File: config.mk
export PLATFORM = sky130hd
export DESIGN_NAME = nvme_cpl_tracker_flat
export DESIGN_NICKNAME = d
export VERILOG_FILES = /design/src/rtl/nvme_cpl_tracker_if.sv /design/src/rtl/nvme_cpl_tracker.sv /design/src/flat_wrapper.sv
export SDC_FILE = /design/constraint.sdc
export NUM_CORES = 2
export LEC_CHECK = 0
export BUFFER_PORTS_ARGS = -buffer_cell sky130_fd_sc_hd__buf_4
export CORE_UTILIZATION = 50
export DETAILED_ROUTE_END_ITERATION = 8
export GPL_ROUTABILITY_DRIVEN = 0
export HOLD_SLACK_MARGIN = 0.02
export PLACE_DENSITY_LB_ADDON = 0.12
export SLEW_MARGIN = 20
export SYNTH_ARGS = -nofsm -noshare
export SYNTH_HDL_FRONTEND = slang
export SYNTH_SLANG_ARGS = --single-unit
File: constraint.sdc
create_clock -name axi_aclk -period 4.1 [get_ports axi_aclk]
set_input_delay 0.82 -clock axi_aclk [delete_from_list [all_inputs] [get_ports axi_aclk]]
set_output_delay 0.82 -clock axi_aclk [all_outputs]
set_load 0.02 [all_outputs]
File: src/rtl/nvme_cpl_tracker_if.sv
// Completion snoop and retire handshake bundle for nvme_cpl_tracker.
// The master side drives completions and retire requests; the tracker is the slave.
interface nvme_cpl_tracker_if #(
    parameter int ACTION_ID_BITS = 4
);
    logic                      cpl_valid;
    logic [127:0]              cpl_entry;
    logic                      ret_req;
    logic [ACTION_ID_BITS-1:0] ret_id;
    logic                      ret_done;
    logic [1:0]                ret_data;

    modport master (
        output cpl_valid,
        output cpl_entry,
        output ret_req,
        output ret_id,
        input  ret_done,
        input  ret_data
    );

    modport slave (
        input  cpl_valid,
        input  cpl_entry,
        input  ret_req,
        input  ret_id,
        output ret_done,
        output ret_data
    );
endinterface

File: src/rtl/nvme_cpl_tracker.sv
// Per-action NVMe completion tracker: snoops CQEs into a valid/error slot table and retires
// slots in order per action. Define NVME_TRACK_DUP_CHK_EN to drop duplicate completions (trk_dup).
module nvme_cpl_tracker #(
    parameter int ACTION_ID_BITS = 4,
    parameter int REQ_ID_BITS    = 8,
    parameter int TRACK_DEPTH    = 16,
    parameter int QID_BITS       = 4,
    parameter int ADMIN_QID_A    = 0,
    parameter int ADMIN_QID_B    = 8
) (
    input  logic                          axi_aclk,
    input  logic                          axi_aresetn,
    nvme_cpl_tracker_if.slave             cpl_if,
    output logic                          trk_init,
    output logic [(2**ACTION_ID_BITS)-1:0] trk_ready,
    output logic                          trk_err,
    output logic [127:0]                  trk_err_data,
    input  logic                          trk_err_clear,
    output logic                          trk_range_err
`ifdef NVME_TRACK_DUP_CHK_EN
    ,
    output logic                          trk_dup
`endif
);
    localparam int NUM_ACTIONS = 2**ACTION_ID_BITS;
    localparam int NUM_SLOTS   = NUM_ACTIONS * TRACK_DEPTH;
    localparam int ADDR_BITS   = $clog2(NUM_SLOTS);
    localparam int HEAD_BITS   = $clog2(TRACK_DEPTH);
    localparam int QID_LSB     = 80;
    localparam int ACT_LSB     = QID_LSB + QID_BITS;
    localparam int REQ_LSB     = ACT_LSB + ACTION_ID_BITS;

    typedef enum logic [2:0] {
        ST_INIT = 3'd0,
        ST_IDLE = 3'd1,
        ST_CLR  = 3'd2,
        ST_RD   = 3'd3,
        ST_UPD  = 3'd4
    } state_t;

    // Slots are packed action-major with no power-of-2 padding between actions.
    function automatic logic [ADDR_BITS-1:0] slot_addr(
        input logic [ACTION_ID_BITS-1:0] act,
        input logic [REQ_ID_BITS-1:0]    idx
    );
        slot_addr = ADDR_BITS'(act) * ADDR_BITS'(TRACK_DEPTH) + ADDR_BITS'(idx);
    endfunction

    state_t                    state_r;
    logic [ADDR_BITS-1:0]      init_cnt_r;
    logic [ACTION_ID_BITS-1:0] id_r;
    logic [HEAD_BITS-1:0]      head_r [NUM_ACTIONS];
    logic [1:0]                old_data_r;
    logic [1:0]                new_data_r;
    logic                      rd_hit_r;
    logic                      ret_done_r;
    logic [1:0]                ret_data_r;
    logic [1:0]                mem_r [NUM_SLOTS];

    logic [QID_BITS-1:0]       cpl_qid_s;
    logic [ACTION_ID_BITS-1:0] cpl_act_s;
    logic [REQ_ID_BITS-1:0]    cpl_req_s;
    logic [14:0]               cpl_status_s;
    logic                      cpl_acc_s;
    logic                      cpl_admin_s;
    logic                      cpl_range_s;
    logic                      cpl_trk_s;
    logic                      cpl_err_s;
    logic [ADDR_BITS-1:0]      cpl_addr_s;
    logic                      cpl_head_hit_s;
    logic                      cpl_id_hit_s;
    logic [HEAD_BITS-1:0]      head_nxt_s;
    logic [ADDR_BITS-1:0]      cur_addr_s;
    logic                      clr_en_s;
    logic [ADDR_BITS-1:0]      clr_addr_s;
    logic                      wr_en_s;
    logic [ADDR_BITS-1:0]      wr_addr_s;
    logic [1:0]                wr_data_s;
    logic [1:0]                rd_data_s;

    assign cpl_if.ret_done = ret_done_r;
    assign cpl_if.ret_data = ret_data_r;

    // Completion decode; nothing is accepted until the slot sweep has finished.
    always_comb begin
        cpl_qid_s    = cpl_if.cpl_entry[QID_LSB +: QID_BITS];
        cpl_act_s    = cpl_if.cpl_entry[ACT_LSB +: ACTION_ID_BITS];
        cpl_req_s    = cpl_if.cpl_entry[REQ_LSB +: REQ_ID_BITS];
        cpl_status_s = cpl_if.cpl_entry[127:113];
        cpl_acc_s    = cpl_if.cpl_valid & trk_init;
        cpl_admin_s  = (cpl_qid_s == QID_BITS'(ADMIN_QID_A)) ||
                       (cpl_qid_s == QID_BITS'(ADMIN_QID_B));
        cpl_range_s  = cpl_acc_s && !cpl_admin_s &&
                       ({1'b0, cpl_req_s} >= (REQ_ID_BITS+1)'(TRACK_DEPTH));
        cpl_trk_s    = cpl_acc_s && !cpl_admin_s && !cpl_range_s;
        cpl_err_s    = cpl_acc_s && (cpl_status_s != 15'd0);
        cpl_addr_s   = slot_addr(cpl_act_s, cpl_req_s);
        cpl_head_hit_s = cpl_trk_s && (cpl_req_s == REQ_ID_BITS'(head_r[cpl_act_s]));
        cpl_id_hit_s   = cpl_trk_s && (cpl_act_s == id_r) &&
                         (cpl_req_s == REQ_ID_BITS'(head_r[id_r]));
    end

    // Head pointer advance and the slot address the retire FSM is looking at.
    always_comb begin
        if (head_r[id_r] == HEAD_BITS'(TRACK_DEPTH - 1)) begin
            head_nxt_s = {HEAD_BITS{1'b0}};
        end else begin
            head_nxt_s = head_r[id_r] + HEAD_BITS'(1);
        end
        cur_addr_s = slot_addr(id_r, REQ_ID_BITS'(head_r[id_r]));
        clr_en_s   = (state_r == ST_INIT) || (state_r == ST_CLR);
        if (state_r == ST_INIT) begin
            clr_addr_s = init_cnt_r;
        end else begin
            clr_addr_s = cur_addr_s;
        end
    end

`ifdef NVME_TRACK_DUP_CHK_EN
    logic                 pipe_vld_r;
    logic [ADDR_BITS-1:0] pipe_addr_r;
    logic [1:0]           pipe_data_r;
    logic [1:0]           cur_slot_s;
    logic                 cpl_dup_s;

    // Slot contents as they will stand after this edge, including the pending write and any clear.
    always_comb begin
        if (clr_en_s && (clr_addr_s == cpl_addr_s)) begin
            cur_slot_s = 2'b00;
        end else if (pipe_vld_r && (pipe_addr_r == cpl_addr_s)) begin
            cur_slot_s = pipe_data_r;
        end else begin
            cur_slot_s = mem_r[cpl_addr_s];
        end
        cpl_dup_s = cpl_trk_s && cur_slot_s[0];
        wr_en_s   = pipe_vld_r;
        wr_addr_s = pipe_addr_r;
        wr_data_s = pipe_data_r;
    end

    // Read-before-write stage on the completion path.
    always_ff @(posedge axi_aclk or negedge axi_aresetn) begin
        if (!axi_aresetn) begin
            pipe_vld_r  <= 1'b0;
            pipe_addr_r <= {ADDR_BITS{1'b0}};
            pipe_data_r <= 2'b00;
        end else begin
            pipe_vld_r  <= cpl_trk_s && !cpl_dup_s;
            pipe_addr_r <= cpl_addr_s;
            pipe_data_r <= {(cpl_status_s != 15'd0), 1'b1};
        end
    end

    // Sticky duplicate flag; a new duplicate wins over a same-cycle clear.
    always_ff @(posedge axi_aclk or negedge axi_aresetn) begin
        if (!axi_aresetn) begin
            trk_dup <= 1'b0;
        end else if (cpl_dup_s) begin
            trk_dup <= 1'b1;
        end else if (trk_err_clear) begin
            trk_dup <= 1'b0;
        end else begin
            trk_dup <= trk_dup;
        end
    end
`else
    // Completions write straight into the slot table; duplicates overwrite.
    always_comb begin
        wr_en_s   = cpl_trk_s;
        wr_addr_s = cpl_addr_s;
        wr_data_s = {(cpl_status_s != 15'd0), 1'b1};
    end
`endif

    // Retire-side read with forwarding of a same-cycle write to the same slot.
    always_comb begin
        if (wr_en_s && (wr_addr_s == cur_addr_s)) begin
            rd_data_s = wr_data_s;
        end else begin
            rd_data_s = mem_r[cur_addr_s];
        end
    end

    // Slot table; the clear port is listed last so a retire clear beats a colliding write.
    always_ff @(posedge axi_aclk) begin
        if (wr_en_s) begin
            mem_r[wr_addr_s] <= wr_data_s;
        end
        if (clr_en_s) begin
            mem_r[clr_addr_s] <= 2'b00;
        end
    end

    // Init sweep and retire FSM with its registered handshake outputs and head pointers.
    always_ff @(posedge axi_aclk or negedge axi_aresetn) begin
        if (!axi_aresetn) begin
            state_r    <= ST_INIT;
            init_cnt_r <= {ADDR_BITS{1'b0}};
            trk_init   <= 1'b0;
            id_r       <= {ACTION_ID_BITS{1'b0}};
            old_data_r <= 2'b00;
            new_data_r <= 2'b00;
            rd_hit_r   <= 1'b0;
            ret_done_r <= 1'b0;
            ret_data_r <= 2'b00;
            for (int i = 0; i < NUM_ACTIONS; i++) begin
                head_r[i] <= {HEAD_BITS{1'b0}};
            end
        end else begin
            ret_done_r <= 1'b0;
            case (state_r)
                ST_INIT: begin
                    if (init_cnt_r == ADDR_BITS'(NUM_SLOTS - 1)) begin
                        init_cnt_r <= {ADDR_BITS{1'b0}};
                        trk_init   <= 1'b1;
                        state_r    <= ST_IDLE;
                    end else begin
                        init_cnt_r <= init_cnt_r + ADDR_BITS'(1);
                    end
                end
                ST_IDLE: begin
                    if (cpl_if.ret_req) begin
                        id_r <= cpl_if.ret_id;
                        if (trk_ready[cpl_if.ret_id]) begin
                            state_r <= ST_CLR;
                        end else begin
                            ret_done_r <= 1'b1;
                            ret_data_r <= 2'b00;
                        end
                    end
                end
                ST_CLR: begin
                    old_data_r   <= rd_data_s;
                    head_r[id_r] <= head_nxt_s;
                    state_r      <= ST_RD;
                end
                ST_RD: begin
                    ret_data_r <= old_data_r;
                    new_data_r <= rd_data_s;
                    rd_hit_r   <= cpl_id_hit_s;
                    state_r    <= ST_UPD;
                end
                ST_UPD: begin
                    ret_done_r <= 1'b1;
                    state_r    <= ST_IDLE;
                end
                default: begin
                    state_r <= ST_INIT;
                end
            endcase
        end
    end

    // Per-action head-ready flags; the retire FSM overrides the completion path for its action.
    always_ff @(posedge axi_aclk or negedge axi_aresetn) begin
        if (!axi_aresetn) begin
            trk_ready <= {NUM_ACTIONS{1'b0}};
        end else begin
            if (cpl_head_hit_s) begin
                trk_ready[cpl_act_s] <= 1'b1;
            end
            if (state_r == ST_CLR) begin
                trk_ready[id_r] <= 1'b0;
            end else if (state_r == ST_UPD) begin
                trk_ready[id_r] <= new_data_r[0] | rd_hit_r | cpl_id_hit_s;
            end
        end
    end

    // First-error capture; a new error in the clear cycle is captured rather than lost.
    always_ff @(posedge axi_aclk or negedge axi_aresetn) begin
        if (!axi_aresetn) begin
            trk_err      <= 1'b0;
            trk_err_data <= 128'd0;
        end else if (cpl_err_s && (!trk_err || trk_err_clear)) begin
            trk_err      <= 1'b1;
            trk_err_data <= cpl_if.cpl_entry;
        end else if (trk_err_clear) begin
            trk_err      <= 1'b0;
            trk_err_data <= 128'd0;
        end else begin
            trk_err      <= trk_err;
            trk_err_data <= trk_err_data;
        end
    end

    // Sticky out-of-range req_id flag.
    always_ff @(posedge axi_aclk or negedge axi_aresetn) begin
        if (!axi_aresetn) begin
            trk_range_err <= 1'b0;
        end else if (cpl_range_s) begin
            trk_range_err <= 1'b1;
        end else if (trk_err_clear) begin
            trk_range_err <= 1'b0;
        end else begin
            trk_range_err <= trk_range_err;
        end
    end
endmodule
File: src/flat_wrapper.sv
// flat-port wrapper written by rule: the top's interface ports become plain ports
module nvme_cpl_tracker_flat 
#(
    parameter int ACTION_ID_BITS = 4,
    parameter int REQ_ID_BITS    = 8,
    parameter int TRACK_DEPTH    = 16,
    parameter int QID_BITS       = 4,
    parameter int ADMIN_QID_A    = 0,
    parameter int ADMIN_QID_B    = 8
)
  (axi_aclk, axi_aresetn, trk_init, trk_ready, trk_err, trk_err_data, trk_err_clear, trk_range_err, cpl_if_cpl_valid, cpl_if_cpl_entry, cpl_if_ret_req, cpl_if_ret_id, cpl_if_ret_done, cpl_if_ret_data);
  nvme_cpl_tracker_if #(.ACTION_ID_BITS(ACTION_ID_BITS)) cpl_if_i ();
  input  logic axi_aclk;
  input  logic axi_aresetn;
  output logic trk_init;
  output logic [(2**ACTION_ID_BITS)-1:0] trk_ready;
  output logic trk_err;
  output logic [127:0] trk_err_data;
  input  logic trk_err_clear;
  output logic trk_range_err;
  input wire logic [$bits(cpl_if_i.cpl_valid)-1:0] cpl_if_cpl_valid;
  input wire logic [$bits(cpl_if_i.cpl_entry)-1:0] cpl_if_cpl_entry;
  input wire logic [$bits(cpl_if_i.ret_req)-1:0] cpl_if_ret_req;
  input wire logic [$bits(cpl_if_i.ret_id)-1:0] cpl_if_ret_id;
  output wire logic [$bits(cpl_if_i.ret_done)-1:0] cpl_if_ret_done;
  output wire logic [$bits(cpl_if_i.ret_data)-1:0] cpl_if_ret_data;
  assign cpl_if_i.cpl_valid = cpl_if_cpl_valid;
  assign cpl_if_i.cpl_entry = cpl_if_cpl_entry;
  assign cpl_if_i.ret_req = cpl_if_ret_req;
  assign cpl_if_i.ret_id = cpl_if_ret_id;
  assign cpl_if_ret_done = cpl_if_i.ret_done;
  assign cpl_if_ret_data = cpl_if_i.ret_data;
  nvme_cpl_tracker #(.ACTION_ID_BITS(ACTION_ID_BITS), .REQ_ID_BITS(REQ_ID_BITS), .TRACK_DEPTH(TRACK_DEPTH), .QID_BITS(QID_BITS), .ADMIN_QID_A(ADMIN_QID_A), .ADMIN_QID_B(ADMIN_QID_B)) u_core (.axi_aclk(axi_aclk), .axi_aresetn(axi_aresetn), .cpl_if(cpl_if_i), .trk_init(trk_init), .trk_ready(trk_ready), .trk_err(trk_err), .trk_err_data(trk_err_data), .trk_err_clear(trk_err_clear), .trk_range_err(trk_range_err));
endmodule
# Yosys cells after proc, flatten, opt, wreduce, memory -nomap -nowiden
# Memories as Yosys holds them, arrays and structs flattened.
# Cells that the tools add are included.
op_classes:
  addsub: 4
  multipliers: 0
  n_div: 0
  magnitude_cmp: 9
  n_eq_ne: 15
  shift: 0
  n_mux: 42
  n_bitwise: 8
  n_reduce_logical: 28
ops:
  columns: ["operator", "count"]
  rows:
  - ["2-to-1 mux 128 bit", 2]
  - ["bitwise mux 64 bit", 1]
  - ["2-to-1 mux 16 bit", 3]
  - ["binary-select mux 4 bit (select 4 bit)", 2]
  - ["2-to-1 mux 4 bit", 6]
  - ["bitwise AND 16 bit", 1]
  - ["bitwise mux 16 bit", 1]
  - ["demux 4 bit (select 4 bit)", 1]
  - ["== test 8 x 4 -> 1 bit", 2]
  - ["2-to-1 mux 8 bit", 2]
  - ["inverter 16 bit", 1]
  - ["OR 16 bit", 1]
  - ["less-than comparator 4 x 5 -> 1 bit, second input constant", 3]
  - ["one-hot mux 3 bit (5 select lines)", 1]
  - ["nonzero test 15 bit", 1]
  - ["logical AND 1 bit", 12]
  - ["2-to-1 mux 1 bit", 12]
  - [">= comparator 5 bit, second input constant", 2]
  - ["inverter 4 -> 5 bit", 2]
  - ["2-to-1 mux 3 bit", 3]
  - ["adder 8 x 1 -> 8 bit, second input constant", 1]
  - ["adder 8 x 4 -> 8 bit", 1]
  - ["adder 8 bit", 1]
  - ["demux 1 bit (select 4 bit)", 2]
  - ["other kinds (26)", 42]
totals:
  ff_bits: 233
  latch_bits: 0
  ramBits: 512
  romBits: 0
  inputBits: 137
  output_inout_bits: 150
  mem_count: 1
mem_list:
  columns: ["memory", "words", "word_bits", "rd", "rd_clocked_by_memory_dff", "write_ports", "line_no", "text"]
  rows:
  - ["u_core.mem_r", 256, 2, 1, 0, 2, "nvme_cpl_tracker.sv:58", "logic [1:0] mem_r [NUM_SLOTS];"]

# Depth between registers and ports, before layout
depth:
  word_depth: 13
  mapped_depth: 17
  mapped_depth_nobuf: 11

# Worst setup path before layout
# OpenSTA, ideal clock, no wires.
synth_timing:
  path_kind: "input to register"
  startpoint: "in cpl_if_cpl_entry[84]"
  endpoint: "reg u_core.trk_ready[0]"
  setup_time_ps: 78
  t_arrival_ps: 3417
  t_required_ps: 4022
  slack_ps: 605
  cell_stages: 9
  path_cell_list: "buf_1 > mux4_2 > mux4_2 > xnor2_1 > nand3_1 > nor3_1 > nor3b_1 > a221oi_1 > a21oi_1"
synth_between:
  elab_chain_len: 10
  elab_cells_between_ends: 21
synth_lines:
  columns: ["element", "line_no", "text"]
  rows:
  - ["start: declaration", "flat_wrapper.sv:22", "input wire logic [$bits(cpl_if_i.cpl_entry)-1:0] cpl_if_cpl_entry;"]
  - ["inverter 4 -> 5 bit (not written as such)", "nvme_cpl_tracker.sv:98", "cpl_head_hit_s = cpl_trk_s && (cpl_req_s == REQ_ID_BITS'(head_r[cpl_act_s]));"]
  - ["binary-select mux 4 bit (select 4 bit)", "nvme_cpl_tracker.sv:98", null]
  - ["2-to-1 mux 4 bit (not written as such) (2 in series)", "nvme_cpl_tracker.sv:98", null]
  - ["== test 8 x 4 -> 1 bit", "nvme_cpl_tracker.sv:98", null]
  - ["logical AND 1 bit", "nvme_cpl_tracker.sv:98", null]
  - ["2-to-1 mux 16 bit", "nvme_cpl_tracker.sv:259", "if (cpl_head_hit_s) begin"]
  - ["bitwise mux 16 bit", "nvme_cpl_tracker.sv:265", "trk_ready[id_r] <= new_data_r[0] | rd_hit_r | cpl_id_hit_s;"]
  - ["2-to-1 mux 16 bit", "nvme_cpl_tracker.sv:264", "end else if (state_r == ST_UPD) begin"]
  - ["2-to-1 mux 16 bit *", "nvme_cpl_tracker.sv:262", "if (state_r == ST_CLR) begin"]
  - ["end signal: assignment", "nvme_cpl_tracker.sv:257", "trk_ready <= {NUM_ACTIONS{1'b0}};"]
  - ["end signal: indexed assignment", "nvme_cpl_tracker.sv:265", null]
  - ["end: declaration", "nvme_cpl_tracker.sv:15", "output logic [(2**ACTION_ID_BITS)-1:0] trk_ready,"]
# Every way passes the cells marked *; elsewhere a longest branch is shown, timed or not. The select of a mux whose other input is x is not followed.
# A chain may end at the register's enable or synchronous reset.

# Worst setup path after layout
layout_timing:
  startpoint: "reg u_core.id_r[0]"
  endpoint: "reg u_core.old_data_r[0]"
layout_between:
  elab_chain_len: 8
  elab_cells_between_ends: 9
layout_lines:
  columns: ["element", "line_no", "text"]
  rows:
  - ["start: declaration", "nvme_cpl_tracker.sv:51", "logic [ACTION_ID_BITS-1:0] id_r;"]
  - ["start signal: assignment", "nvme_cpl_tracker.sv:200", "id_r <= {ACTION_ID_BITS{1'b0}};"]
  - ["start signal: assignment", "nvme_cpl_tracker.sv:223", "id_r <= cpl_if.ret_id;"]
  - ["inverter 4 -> 5 bit (not written as such)", "nvme_cpl_tracker.sv:110", "cur_addr_s = slot_addr(id_r, REQ_ID_BITS'(head_r[id_r]));"]
  - ["binary-select mux 4 bit (select 4 bit)", "nvme_cpl_tracker.sv:110", null]
  - ["2-to-1 mux 4 bit (not written as such) (2 in series)", "nvme_cpl_tracker.sv:110", null]
  - ["adder 8 x 4 -> 8 bit *", "nvme_cpl_tracker.sv:46", "slot_addr = ADDR_BITS'(act) * ADDR_BITS'(TRACK_DEPTH) + ADDR_BITS'(idx);"]
  - ["parallel branches: the longest is 2 deep, another holds memory (256 x 2 bit)", null, null]
  - ["2-to-1 mux 2 bit *", "nvme_cpl_tracker.sv:177", "if (wr_en_s && (wr_addr_s == cur_addr_s)) begin"]
  - ["end signal: assignment", "nvme_cpl_tracker.sv:233", "old_data_r <= rd_data_s;"]
  - ["end: declaration", "nvme_cpl_tracker.sv:53", "logic [1:0] old_data_r;"]
# Mark *: on every way between the ends. The select of a mux whose other input is x is not followed.

==> metrics.md <==
| Metric | Value |
|---|---|
| Synth Register Bits | 745 |
| Hold Vio Cnt, Final | 0 |
| Root buffer cell | clkbuf_16 |
| Power Dens Cells | 603 nW/µm² |
| Max-Cap Viols | 0 |
| Outcome | finished, final reports clean |
| TritonCTS clock tree | yes |
| Die Wd | 262 µm |
| CP most frequent cell | buf_4 |
| Worst path slowest cell | mux4_4 |
| Register area share after synthesis | 47.5% |
| Ys Warns | 0 |
| Fin area | 40700 µm² |
| Crit end category | flip-flop |
| Nets | 4433 |
| DRC Markers | 0 |
| Synth top area cells | dfxtp_1, dfrtp_1, nand2_1, nor2_1, a21oi_1 |
| Num ports | 287 |
| First-pass DRT Iterations | 6 |
| Crit path required time | 4.61 ns |
| Net Sw Power | 9810 µW |
| Die area | 68800 µm² |
| Switching Share | 39.9% |
| FMAX | 0.245 GHz |
| Die Height | 262 µm |
| Worst VDD drop | 517 µV |
| Worst Setup EP | u_core.old_data_r[0]$_DFFE_PN0P_ |
| Critical Path Start Type | flip-flop |
| H-tree Lvls | 3 |
| Floorplan Core Area | 67200 µm² |
| Layout Skew | 0.0361 ns |
| Final min period | 4.08 ns |
| TritonCTS Buffers | 80 |
| Tot Pwr | 24600 µW |
| Port bufs | 286 |
| Critical Path AT | 4.59 ns |
| Reg-to-reg slack, setup | 0.02 ns |
| Synth Instances | 4036 |
| Non-Filler Instances | 5224 |
| Placed standard-cell area | 37800 µm² |
| Comb pwr share | 37.6% |
| Clk buf depth | 3 |
| Crit-path cells | mux4_2 > mux4_4 > buf_12 > or3b_1 > buf_4 > o221ai_1 > a31oi_1 > o211ai_1 > o31ai_1 > buf_4 > o2111ai_4 > mux2_2 |
| R2R cell count | 12 |
| Inst Count DP | 5072 |
| Hpwl dp | 86300 µm |
| Dpl ws | -0.121 ns |
| Pin count of the biggest net entering global routing | 90 |
| Register share of total power | 32.5% |
| Worst Slack Setup Final | 0.0168 ns |
| Iteration-0 DRC count of the detailed router | 4154 |
| Cell taking the most area after synthesis | dfxtp_1 |
| Gr usage total | 36.8% |
| LEAKAGE | 0.0167 µW |
| Initial antenna violation count | 1 |
| Hold WC Path Type | primary input to asynchronous set/reset pin |
| Synth async-reset ratio | 31.3% |
| Number of synthesized flops with an enable pin | 0 |
| RSZ-0062 raised after global routing | true |
| Relative slew slack | 22.0% |
| Area share of the largest cell type after synthesis | 30.3% |
| Clock Power Share | 29.9% |
| Vias | 32.9k |
| Synthesized net count | 4179 |
| Final Cycle Share | 99.6% |
| Final setup vio count | 0 |
| R2r endpoint | u_core.old_data_r[0]$_DFFE_PN0P_ |
| Slew Viols, Final | 0 |
| Vias per cell | 6.29 |
| Clock Sinks | 745 |
| Vias in the first global route | 30.3k |
| Per-cell routed wire length | 25.0 µm |
| Crit path from | u_core.id_r[0]$_DFFE_PN0P_ |
| Routed Wire Length | 131000 µm |
| First-pass GRT wire length | 194000 µm |
| Internal | 14800 µW |
| Final ANT Viol Nets | 0 |
| Syn-to-layout area delta | 20.2% |
| Std cell rows | 95 |
| Worst slew pin tran | 1.17 ns |
| Setup CP Type | flip-flop to flip-flop |
| Worst reg2reg startpoint | u_core.id_r[0]$_DFFE_PN0P_ |
| Post-synth top flop | dfxtp_1 |
| GRT overflow | 0 |
| # fillers | 5957 |
| Post-Syn Area | 33900 µm² |
| CP Max Fanout | 11 |
| Slowest stage delay, CP | 0.64 ns |
| Syn avg cell area | 8.39 µm² |
| Worst-path clk slew | 0.06 ns |
| Distinct cells, synth | 69 |
| Share of layout cells above drive strength 1 | 17.6% |
| Initial Utilization | 50.4% |
| Worst skew pair latency | 0.64 ns |
-- synthesized netlist by cell type (6+ instances only) --
master,count
a211oi_1,54
a21oi_1,400
a221oi_1,168
a22oi_1,13
a2bb2oi_1,41
a311oi_1,25
a31oi_1,27
a32oi_1,18
and2_1,38
and3_1,22
buf_1,15
buf_2,47
buf_6,11
clkbuf_1,245
dfrtp_1,233
dfxtp_1,512
mux2_2,33
mux2i_1,131
mux4_2,42
nand2_1,746
nand3_1,236
nand4_1,26
nor2_1,674
nor2_2,6
nor2b_1,10
nor3_1,54
nor3b_1,7
nor4_1,11
o211ai_1,9
o21ai_0,65
o22ai_1,6
xnor2_1,17
xor2_1,11
-- through the flow --
| stage | hold slack (ns) | setup TNS (ns) | utilization, % |
|---|---|---|---|
| floorplan | 0.445 | 0 | - |
| global placement | 0.468 | -0.118 | 56.3 |
| detailed placement | 0.474 | -0.307 | 56.3 |
| CTS | 0.217 | 0 | 60.4 |
| global route | 0.250 | -0.0899 | 60.6 |
| finish | 0.176 | 0 | 60.6 |
-- placed cells by master, fill, tap and decap left out, types with 5 or more instances in the layout --
master     count
and3_1        22
nor4_1         9
and2_1        38
clkbuf_1      20
a22o_1         5
o221ai_1       5
nand2_1      746
nor2b_1       10
a21oi_1      397
o21ai_0       65
clkbuf_16     82
a311oi_1      25
a221oi_1     168
a211oi_1      54
clkinv_2      11
a31oi_1       26
nor2_2        22
a2bb2oi_1     41
a22oi_1       13
nand3_1      236
nor2_1       641
mux4_2        44
nor3b_1        7
xnor2_1       16
nor2_4        19
buf_4        456
a32oi_1       18
mux2i_1      131
nand4_1       26
buf_12        32
dfxtp_1      512
mux2_2        30
nor3_1        52
xor2_1        11
ha_1           5
o22ai_1        6
clkbuf_8      21
o211ai_1       9
dfrtp_1      232
-- worst max-delay path, delay by kind of cell, from the launching register on --
| kind | cells | cell delay, ns |
|---|---|---|
| and+or+nand+nor | 1 | 0.17 |
| buffers and inverters | 3 | 0.75 |
| muxes | 3 | 1.52 |
| DFF | 1 | 0.51 |
| AOI/OAI and AO/OA | 5 | 0.99 |
-- how the worst min path moves through the flow --
stage | slack (ns) | cells past startpoint | to
2_1_floorplan | 0.44 | 2 | u_core.cpl_if.ret_data[1]$_DFFE_PN0P_
3_3_place_gp | 0.47 | 2 | u_core.rd_hit_r$_DFFE_PN0P_
3_5_place_dp | 0.47 | 2 | u_core.mem_r[20][0]$_SDFFE_PP0P_
4_1_cts | 0.22 | 1 | u_core.trk_err_data[123]$_DFFE_PN0P_
5_1_grt | 0.25 | 1 | u_core.trk_err_data[123]$_DFFE_PN0P_
6_report | 0.18 | 1 | u_core.trk_err_data[123]$_DFFE_PN0P_
-- kinds of logic after synthesis --
| family | synth area share (%) |
|---|---|
| AO/OA/AOI/OAI | 16.6 |
| XOR/XNOR | 0.724 |
| adder cells (fa/ha/maj) | 0.244 |
| buffers and inverters | 4.25 |
| flip-flops | 47.5 |
| multiplexers | 7.95 |
| AND/OR/NAND/NOR | 22.8 |
-- metal layers --
layer | part of all wire (%) | vias up | track usage, %
met2 | 43 | 2044 | 55.5
met3 | 11 | 450 | 7.91
met5 | 0.0069 | - | 0
li1 | - | 14700 | -
met1 | 39 | 15700 | 49.0
met4 | 6.2 | 2 | 21.3
-- sequential cells by signal, summed over array words and instances (netlist names) --
| name | flops |
|---|---|
| u_core.cpl_if.ret_data | 2 |
| u_core.cpl_if.ret_done | 1 |
| u_core.head_r | 64 |
| u_core.id_r | 4 |
| u_core.init_cnt_r | 8 |
| u_core.mem_r | 512 |
| u_core.new_data_r | 1 |
| u_core.old_data_r | 2 |
| u_core.rd_hit_r | 1 |
| u_core.state_r | 3 |
| u_core.trk_err | 1 |
| u_core.trk_err_data | 128 |
| u_core.trk_init | 1 |
| u_core.trk_range_err | 1 |
| u_core.trk_ready | 16 |
-- area by class of cell --
| cell class | instances | area [µm²] | share of cell area, % |
|---|---|---|---|
| sequential | 745 | 16100 | 39.5 |
| multi-input combinational | 2959 | 16700 | 40.9 |
| antenna | 1 | 2.50 | 0.00615 |
| tap | 873 | 1090 | 2.68 |
| clock inverter | 19 | 219 | 0.538 |
| inverter | 9 | 47.5 | 0.117 |
| clock buffer | 123 | 2420 | 5.93 |
| timing repair buffer | 495 | 4200 | 10.3 |
-- power by group through the flow --
stage	clock, µW	combinational (µW)	sequential (µW)
2_1_floorplan	0	4870	8000
3_3_place_gp	0	8640	8100
3_5_place_dp	0	8700	8100
4_1_cts	7390	8790	7960
5_1_grt	7670	9470	8010
6_report	7340	9240	7990
-- timing repair --
action                                  4_1_cts  5_1_grt
resized for setup                             4       17
gates cloned                                  1        0
hold buffers                                  0        0
pin swaps                                     2        4
setup buffers                                 5        0
endpoints found under the setup margin        3       17
Power figures use the tool's default switching activity.
